## src/rtl/coupler_pkg.sv

```systemverilog
// Shared types and helpers for the Coupler mask path.
package coupler_pkg;

  typedef enum logic {
    IDLE = 1'b0,
    RUN  = 1'b1
  } seq_state_t;

  // Widest lane count the keep helper supports; callers cast down to their width.
  localparam int unsigned KEEP_MAX = 64;

  // rem==0 means the final beat is full, otherwise only the low rem lanes carry data.
  function automatic logic [KEEP_MAX-1:0] keep_for_rem(input int unsigned rem,
                                                        input int unsigned num_elements);
    logic [KEEP_MAX-1:0] k;
    int unsigned         n;
    k = '0;
    n = (rem == 0) ? num_elements : rem;
    for (int unsigned i = 0; i < KEEP_MAX; i++) begin
      k[i] = (i < n);
    end
    return k;
  endfunction

endpackage

```

## src/rtl/coupler_mask_sequencer_credit_counter.sv

```systemverilog
// Credit counter mirroring free slots in the Coupler's mask FIFO.
module credit_counter #(
  parameter  int MAX = 8,
  localparam int CW  = $clog2(MAX + 1)
) (
  input  logic          clk,
  input  logic          rst_n,
  input  logic          take,
  input  logic          give,
  output logic [CW-1:0] count,
  output logic          available,
  output logic          overflow
);

  logic full;
  logic give_ok;

  assign full      = (count == CW'(MAX));
  assign give_ok   = give && !full;
  assign overflow  = give && full;
  assign available = (count != '0);

  // A return at full credits has no matching issue, so it is dropped here.
  always_ff @(posedge clk or negedge rst_n) begin
    if (!rst_n) begin
      count <= CW'(MAX);
    end else begin
      case ({take, give_ok})
        2'b10:   count <= count - CW'(1);
        2'b01:   count <= count + CW'(1);
        default: count <= count;
      endcase
    end
  end

endmodule

```

## src/rtl/coupler_mask_sequencer.sv

```systemverilog
// Turns element-count descriptors into {keep, last} mask beats for the Coupler,
// throttled by credits so the Coupler's mask FIFO never overflows.
module coupler_mask_sequencer
  import coupler_pkg::*;
#(
  parameter int NUM_ELEMENTS   = 4,
  parameter int MAX_IN_TRANSIT = 8,
  parameter int LEN_BITS       = 32
) (
  input  logic                  clk,
  input  logic                  rst_n,
  input  logic                  desc_valid,
  output logic                  desc_ready,
  input  logic [LEN_BITS-1:0]   desc_data,
  output logic                  mask_valid,
  output logic [NUM_ELEMENTS:0] mask_data,
  input  logic                  beat_done,
  input  logic                  beat_last,
  output logic                  desc_done,
  output logic                  busy,
  output logic                  err,
  output seq_state_t            state_dbg
);

  localparam int SHIFT = $clog2(NUM_ELEMENTS);
  localparam int RW    = (SHIFT > 0) ? SHIFT : 1;
  localparam int CW    = $clog2(MAX_IN_TRANSIT + 1);

  typedef logic [NUM_ELEMENTS:0] mask_t;

  // Handshakes: desc transfers on a cycle where desc_valid && desc_ready; desc_valid
  // must hold with stable desc_data until then. mask has no ready: every cycle with
  // mask_valid high is consumed, which is why issue is gated by credits.

  seq_state_t            state, next_state;
  logic [LEN_BITS-1:0]   beats_left;
  logic [RW-1:0]         rem;
  logic                  zero_len;
  logic [CW-1:0]         credits;
  logic                  credit_avail;
  logic                  credit_ovf;
  logic                  accept;
  logic                  issue;
  logic                  final_beat;
  logic [LEN_BITS-1:0]   len_beats;
  logic [RW-1:0]         len_rem;
  mask_t                 mask_next;

  assign accept     = desc_valid && desc_ready;
  assign issue      = (state == RUN) && credit_avail;
  assign final_beat = (beats_left == LEN_BITS'(1));
  assign state_dbg  = state;

  // ceil(L/N) via shift plus a carry from the low bits; L=0 still yields one beat.
  always_comb begin
    len_rem   = (SHIFT == 0) ? '0 : desc_data[RW-1:0];
    len_beats = (desc_data >> SHIFT) + LEN_BITS'(|len_rem);
    if (len_beats == '0) len_beats = LEN_BITS'(1);
  end

  credit_counter #(.MAX(MAX_IN_TRANSIT)) u_credits (
    .clk       (clk),
    .rst_n     (rst_n),
    .take      (issue),
    .give      (beat_done),
    .count     (credits),
    .available (credit_avail),
    .overflow  (credit_ovf)
  );

  always_ff @(posedge clk or negedge rst_n) begin
    if (!rst_n) state <= IDLE;
    else        state <= next_state;
  end

  always_comb begin
    next_state = state;
    case (state)
      IDLE:    if (accept) next_state = RUN;
      RUN:     if (issue && final_beat) next_state = IDLE;
      default: next_state = IDLE;
    endcase
  end

  // desc_ready stays low while the final mask is on the wire, leaving one bubble.
  always_comb begin
    desc_ready = (state == IDLE) && !(mask_valid && mask_data[0]);
    mask_next  = {{NUM_ELEMENTS{1'b1}}, 1'b0};
    if (final_beat) begin
      mask_next = zero_len ? mask_t'(1)
                           : {NUM_ELEMENTS'(keep_for_rem(32'(rem), NUM_ELEMENTS)), 1'b1};
    end
  end

  always_ff @(posedge clk or negedge rst_n) begin
    if (!rst_n) begin
      beats_left <= '0;
      rem        <= '0;
      zero_len   <= 1'b0;
    end else if (accept) begin
      beats_left <= len_beats;
      rem        <= len_rem;
      zero_len   <= (desc_data == '0);
    end else if (issue) begin
      beats_left <= beats_left - LEN_BITS'(1);
    end
  end

  always_ff @(posedge clk or negedge rst_n) begin
    if (!rst_n) begin
      mask_valid <= 1'b0;
      mask_data  <= '0;
      desc_done  <= 1'b0;
      err        <= 1'b0;
    end else begin
      mask_valid <= issue;
      mask_data  <= issue ? mask_next : '0;
      desc_done  <= beat_done && beat_last;
      err        <= err || credit_ovf;
    end
  end

  assign busy = (state == RUN) || (credits != CW'(MAX_IN_TRANSIT));

endmodule

```

## config.mk

```make
export PLATFORM = sky130hd
export DESIGN_NAME = coupler_mask_sequencer
export DESIGN_NICKNAME = d
export VERILOG_FILES = /design/src/rtl/coupler_pkg.sv /design/src/rtl/coupler_mask_sequencer_credit_counter.sv /design/src/rtl/coupler_mask_sequencer.sv
export SDC_FILE = /design/constraint.sdc
export NUM_CORES = 1
export LEC_CHECK = 0
export ABC_AREA = 1
export BUFFER_PORTS_ARGS = -buffer_cell sky130_fd_sc_hd__buf_2
export CAP_MARGIN = 10
export CORE_MARGIN = 3
export CORE_UTILIZATION = 55
export DETAILED_ROUTE_END_ITERATION = 8
export HOLD_SLACK_MARGIN = 0.12
export MAX_ROUTING_LAYER = met4
export PLACE_DENSITY = 0.86
export SYNTH_ARGS = -nofsm -noshare
export SYNTH_HDL_FRONTEND = slang
export SYNTH_SLANG_ARGS = --single-unit
```

## constraint.sdc

```tcl
create_clock -name clk -period 5.97 [get_ports clk]
set_input_delay 0.2985 -clock clk [delete_from_list [all_inputs] [get_ports clk]]
set_output_delay 0.2985 -clock clk [all_outputs]
set_load 0.005 [all_outputs]
```

==> results of run 1 <==
stage by stage:
stage / setup slack, ns / std cells / hold WS (ns) / power [mW] / area [µm²]
finish: 3.30 / 817 / 0.171 / 1.41 / 4640
global route: 3.11 / 817 / 0.205 / 1.52 / 4640
global placement: 3.46 / 809 / 0.453 / 1.12 / 4510
detailed placement: 3.34 / 809 / 0.461 / 1.15 / 4510
floorplan: 3.60 / 674 / 0.00291 / 0.981 / 4190
CTS: 3.33 / 817 / 0.181 / 1.40 / 4640
cell type report:
| type | instances | area [µm²] |
|---|---|---|
| Timing Repair Buffer | 49 | 250 |
| Sequential cell | 48 | 1200 |
| Inverter | 83 | 312 |
| Fill cell | 672 | 2700 |
| Clock inverter | 2 | 38.8 |
| Tap cell | 99 | 124 |
| Clock buffer | 6 | 82.6 |
| Multi-Input combinational cell | 530 | 2630 |
layer usage:
layer / vias to the layer above / GRT usage (%) / share of wire (%)
met4: 0 / 8.18 / 1.7
met3: 20 / 2.49 / 6.7
met5: - / - / 0
li1: 2260 / - / -
met2: 167 / 44.2 / 47
met1: 2025 / 37.2 / 45
power by group:
part,leakage (nW),total [mW],internal [mW],switching [mW]
registers,0.535,0.582,0.448,0.134
logic,1.65,0.574,0.225,0.349
clock network,0.0614,0.251,0.137,0.114
path summary, 6_finish.rpt:
path / startpoint / end / depth (start not counted)
max: u_credits.count[3]$_DFFE_PN1P_ / u_credits.count[3]$_DFFE_PN1P_ / 12
min: rst_n / desc_done$_DFF_PN0_ / 1
max reg2reg: u_credits.count[3]$_DFFE_PN1P_ / u_credits.count[3]$_DFFE_PN1P_ / 12
max in group asynchronous: rst_n / beats_left[16]$_DFFE_PN0P_ / 1
min in group clk: beat_last / desc_done$_DFF_PN0_ / 3
min reg2reg: err$_DFF_PN0_ / err$_DFF_PN0_ / 1
sequential cells by signal (all words and copies together) (netlist names):
name and flops:
zero_len 1, state_dbg 1, mask_data 5, desc_done 1, err 1, u_credits.count 4, rem 2, mask_valid 1
beats_left 32
Yosys cell counts, types with 5 or more instances:
cell type and instances:
nand4_1 18, nand3_1 44, nand3b_1 5, a21oi_1 23
nor2_4 7, dfrtp_1 47, nor2_2 5, nand2_1 182
nor2_1 127, ha_1 9, a31oi_1 16, clkbuf_1 8
nand2_2 5, nor4_1 7, xor2_1 9, xnor2_1 5
inv_1 83, o21ai_0 36
critical path, stage by stage (launching register included):
cell     delay [ns]
dfstp_2        0.54
inv_1          0.06
a31oi_1        0.32
inv_1          0.31
ha_1           0.32
inv_1          0.12
ha_1           0.25
a21o_1         0.18
a21oi_1        0.15
nor2_1         0.06
nor2_1         0.09
nand2_1        0.07
xor2_1         0.14
kinds of logic (layout without fill, tap and decap cells):
| kind of cell | count (synthesis) | in the layout | share of synthesized area, % |
|---|---|---|---|
| fa+ha+maj | 10 | 10 | 3.16 |
| mux | 1 | 1 | 0.269 |
| compound gates | 90 | 90 | 11.9 |
| buf+inv | 96 | 140 | 8.66 |
| simple gates | 415 | 415 | 44.4 |
| xor+xnor | 14 | 14 | 2.93 |
| flops | 48 | 48 | 28.7 |
==> reports/metrics.cfg, run 1 <==
[layout]
layout_common_cells=182 x nand2_1, 127 x nor2_1, 83 x inv_1, 47 x dfrtp_1, 47 x buf_2
nets=764
utilization_pct=63.2
final_layout_size_suffix_gt1_share_pct=11.8
diodes=0
syn2layout_area_growth_pct=10.6
layout_commonest_cell=nand2_1

[clock_network]
path_clk_slew_ns=0.09
clk_latency_ns=0.31
cts.sinks=48
cts_htree_levels=2
ctsResizeCount=0
hold_buffers=0
cts_buffers=5
clockRootBuffer=clkbuf_8
tritoncts=yes
clock_path_buffers=2
post_cts_buffers=0

[worst_setup_path]
worst-path-max-fanout=13
r2r_slack_ns=3.30
start_kind=flop
crit_type=reg -> reg
crit_path_end_kind=flop
cp.arrival_ns=2.92
worstPathRequired_ns=6.22

[detailed_routing]
drcViolationCount=0
via_count=4472
antenna_left=0
dr.pass1.iters=5
wl_per_cell_um=13.9
finalWirelength_um=11400
via_per_inst=5.47
drt-initial-drc-count=348

[power_and_ir_drop]
power_leakage_nw=2.25
ir_worst_vdd_mv=0.141
p_per_area_nw_per_um2=304

[floorplanning]
die_h_um=93.3
core_area_um2=7330
dieArea_um2=8700
initial_core_util_pct=57.2
row_count=31
die_w_um=93.3
io-pin-count=48

[yosys]
synth_area_per_cell_um2=6.22
synth-seq-cells=48
synthesis.instances=674
synth.area.top_cells=dfrtp_1 28%, nand2_1 16%, nor2_1 11%
synth_cell_type_count=39
synth-edff-count=0
synth_async_sr_flop_share_pct=100
yosysWarnings=0
synth-main-ff-cell=dfrtp_1
yosysSeqAreaShare_pct=28.7
yosys.area.top_type=dfrtp_1
synth.top_cell.area_share_pct=28.1
syn_nets=721
netlist_area_um2=4190

[sta]
fin_crit_sh_pct=44.8
slew_violations=0
post-route-min-period_ns=2.67
relSlewSlack_pct=29.8
setup-tns-final_ns=0
fmax_ghz=0.374
tightestPinTransition_ns=1.05
setup_viol=0
skew_ns=0.00679
rsz0062_at_grt=false
hold_violations=0

[job]
drv_cap=0

[status]
status=complete, no violations

[grt]
grt_max_degree=49
antenna_found_initial=0
first_global_vias=4025
overflow=0
grt_pass1_wl_um=18700
grt.total_usage_pct=27.5

[placed_design]
gp_congestion=0.973
portBuffers=47
hpwl_um=8870

[min_path]
hold_class=in -> async

No activity file was read; power rests on OpenSTA's default activity.
==> inputs of run 2 (changes only) <==
Clock period 5.97 ns to 2.5 ns, I/O delays scaled along.
==> reports/metrics.cfg, run 2 (same netlist as run 1, synthesis figures left out) <==
[worst_setup_path]
cp.arrival_ns=2.53  ; was 2.92 ns
worst-path-max-fanout=6  ; was 13
r2r_slack_ns=0.24  ; was 3.30 ns
crit_end=beats_left[0]$_DFFE_PN0P_  ; was u_credits.count[3]$_DFFE_PN1P_
rr_worst_depth=12  ; unchanged
start_kind=input port  ; was flop
worstSetupStartpoint=desc_data[0]  ; was u_credits.count[3]$_DFFE_PN1P_
crit_type=in -> reg  ; was reg -> reg
regToRegStartpoint=u_credits.count[3]$_DFFE_PN1P_  ; unchanged
rr_endpoint=u_credits.count[3]$_DFFE_PN1P_  ; unchanged
worstPathRequired_ns=2.74  ; was 6.22 ns
crit_path_end_kind=flop  ; unchanged

[layout]
nets=777  ; was 764
final_layout_size_suffix_gt1_share_pct=12.9  ; was 11.8%
nFillCells=693  ; was 672
regMostFlops=beats_left  ; unchanged
layout_common_cells=182 x nand2_1, 127 x nor2_1, 83 x inv_1, 47 x dfrtp_1, 47 x buf_2  ; unchanged
largest_register_ff_count=32  ; unchanged
utilization_pct=65.1  ; was 63.2%
reg.largest.list=beats_left (32), mask_data (5), u_credits.count (4)  ; unchanged
layout_commonest_cell=nand2_1  ; unchanged
syn2layout_area_growth_pct=13.9  ; was 10.6%
diodes=0  ; unchanged

[floorplanning]
io-pin-count=48  ; unchanged
initial_core_util_pct=57.2  ; unchanged
dieArea_um2=8700  ; unchanged
row_count=31  ; unchanged
core_area_um2=7330  ; unchanged
die_w_um=93.3  ; unchanged
die_h_um=93.3  ; unchanged

[sta]
slew_violations=0  ; unchanged
fmax_ghz=0.436
skew_ns=0.0177  ; was 0.00679 ns
setup-tns-final_ns=0  ; unchanged
post-route-min-period_ns=2.29
rsz0062_at_grt=false  ; unchanged
fin_crit_sh_pct=91.8
relSlewSlack_pct=63.6  ; was 29.8%
setup_viol=0  ; unchanged
hold_violations=0  ; unchanged
tightestPinTransition_ns=0.546  ; was 1.05 ns

[detailed_routing]
via_count=4535  ; was 4472
finalWirelength_um=11800  ; was 11400 µm
dr.pass1.iters=5  ; unchanged
drt-initial-drc-count=346  ; was 348
via_per_inst=5.46  ; was 5.47
antenna_left=0  ; unchanged
drcViolationCount=0  ; unchanged
wl_per_cell_um=14.2  ; was 13.9 µm

[clock_network]
cts.sinks=48  ; unchanged
path_clk_slew_ns=0.10  ; was 0.09 ns
tritoncts=yes  ; unchanged
clock_path_buffers=2  ; unchanged
post_cts_buffers=0  ; unchanged
cts_htree_levels=2  ; unchanged
cts_buffers=5  ; unchanged
clk_latency_ns=0.31  ; about the same
clockRootBuffer=clkbuf_8  ; unchanged

[power_and_ir_drop]
ir_worst_vdd_mv=0.318  ; was 0.141 mV
clock_power_share_pct=15.3  ; was 17.9%
p_per_area_nw_per_um2=691  ; was 304 nW/µm²
switchingPower_mw=1.43  ; was 0.597 mW
power_leakage_nw=2.31  ; was 2.25 nW
power_frac_comb_pct=42.8  ; was 40.8%
swShare_pct=43.3  ; was 42.4%
seq_power_share_pct=42.0  ; was 41.4%
internal_power_mw=1.87  ; was 0.810 mW

[placed_design]
hpwl_um=9470  ; was 8870 µm
gp_congestion=0.933  ; was 0.973
portBuffers=47  ; unchanged

[grt]
first_global_vias=4285  ; was 4025
grt.total_usage_pct=29.5  ; was 27.5%
antenna_found_initial=0  ; unchanged
grt_max_degree=49  ; unchanged
overflow=0  ; unchanged
grt_pass1_wl_um=20200  ; was 18700 µm

[status]
status=complete, no violations  ; unchanged

[min_path]
hold_class=in -> reg  ; was in -> async

[job]
drv_cap=0  ; unchanged

==> run 2: changes by cell type in the layout (fill, tap and decap cells not counted), sizes merged <==
cell / change
dlygate4sd3: +6
clkbuf: +1
buf: +7
bufinv: -1
==> run 2: stage by stage <==
step | instances | hold slack (ns) | worst slack, ns | total power, mW | instance area [µm²]
5_1_grt | 830 | 0.174 | 0.0216 | 3.59 | 4770
4_1_cts | 829 | 0.170 | 0.198 | 3.27 | 4730
3_5_place_dp | 815 | 0.327 | 0.253 | 2.77 | 4570
6_report | 830 | 0.171 | 0.205 | 3.30 | 4770
3_3_place_gp | 815 | 0.318 | 0.368 | 2.69 | 4570
2_1_floorplan | 674 | -0.171 | 0.130 | 2.34 | 4190
==> run 2: final cells by class <==
type,count,area (µm²),area share [%]
multi-input combinational,530,2650,55.6
sequential,48,1200,25.2
timing repair buffer,62,388,8.13
inverter,83,312,6.53
tap,99,124,2.60
clock buffer,7,86.3,1.81
clock inverter,1,8.76,0.184
==> run 2: critical path, stage by stage <==
cell	delay (ns)
dlygate4sd3_1	0.53
buf_2	0.10
inv_1	0.04
nand2_1	0.08
ha_2	0.23
ha_4	0.16
nand2_2	0.07
nor2_4	0.23
nand2_4	0.12
nor2_8	0.15
nand2_1	0.06
nand2_1	0.06
nand2_1	0.07
nor2_1	0.10
nand2_1	0.06
nor2_1	0.09
nand3_1	0.08
nand2_1	0.06
nand2_1	0.05
nand2_1	0.05
==> run 2: worst min-delay path by stage <==
stage / end / from / slack [ns] / depth (start not counted)
2_1_floorplan: beats_left[0]$_DFFE_PN0P_ / rst_n / -0.17 / 0
3_5_place_dp: desc_done$_DFF_PN0_ / beat_last / 0.33 / 3
5_1_grt: zero_len$_DFFE_PN0P_ / desc_data[30] / 0.17 / 4
3_3_place_gp: desc_done$_DFF_PN0_ / beat_last / 0.32 / 3
6_report: zero_len$_DFFE_PN0P_ / desc_data[2] / 0.17 / 4
4_1_cts: zero_len$_DFFE_PN0P_ / desc_data[2] / 0.17 / 4
==> run 2: power groups by stage <==
stage               clock network [mW]  logic, mW  registers (mW)
floorplan                            0       1.03            1.32
global placement                     0       1.32            1.37
detailed placement                   0       1.38            1.39
CTS                              0.503       1.40            1.37
global route                     0.540       1.62            1.43
finish                           0.504       1.41            1.38
==> run 2: metal layers <==
layer | track usage [%] | wire length, µm | vias to the layer above | part of all wire [%]
li1 | - | - | 2291 | -
met1 | 38.7 | 5180 | 2055 | 44
met2 | 49.1 | 5710 | 171 | 49
met3 | 2.33 | 648 | 18 | 5.5
met4 | 8.55 | 227 | 0 | 1.9
met5 | - | 0 | - | 0
==> run 2: what timing repair did <==
item	in CTS	in global routing
hold buffers	6	0
endpoints found under the hold margin	51	0
resized for setup	0	6
endpoints found under the setup margin	0	1
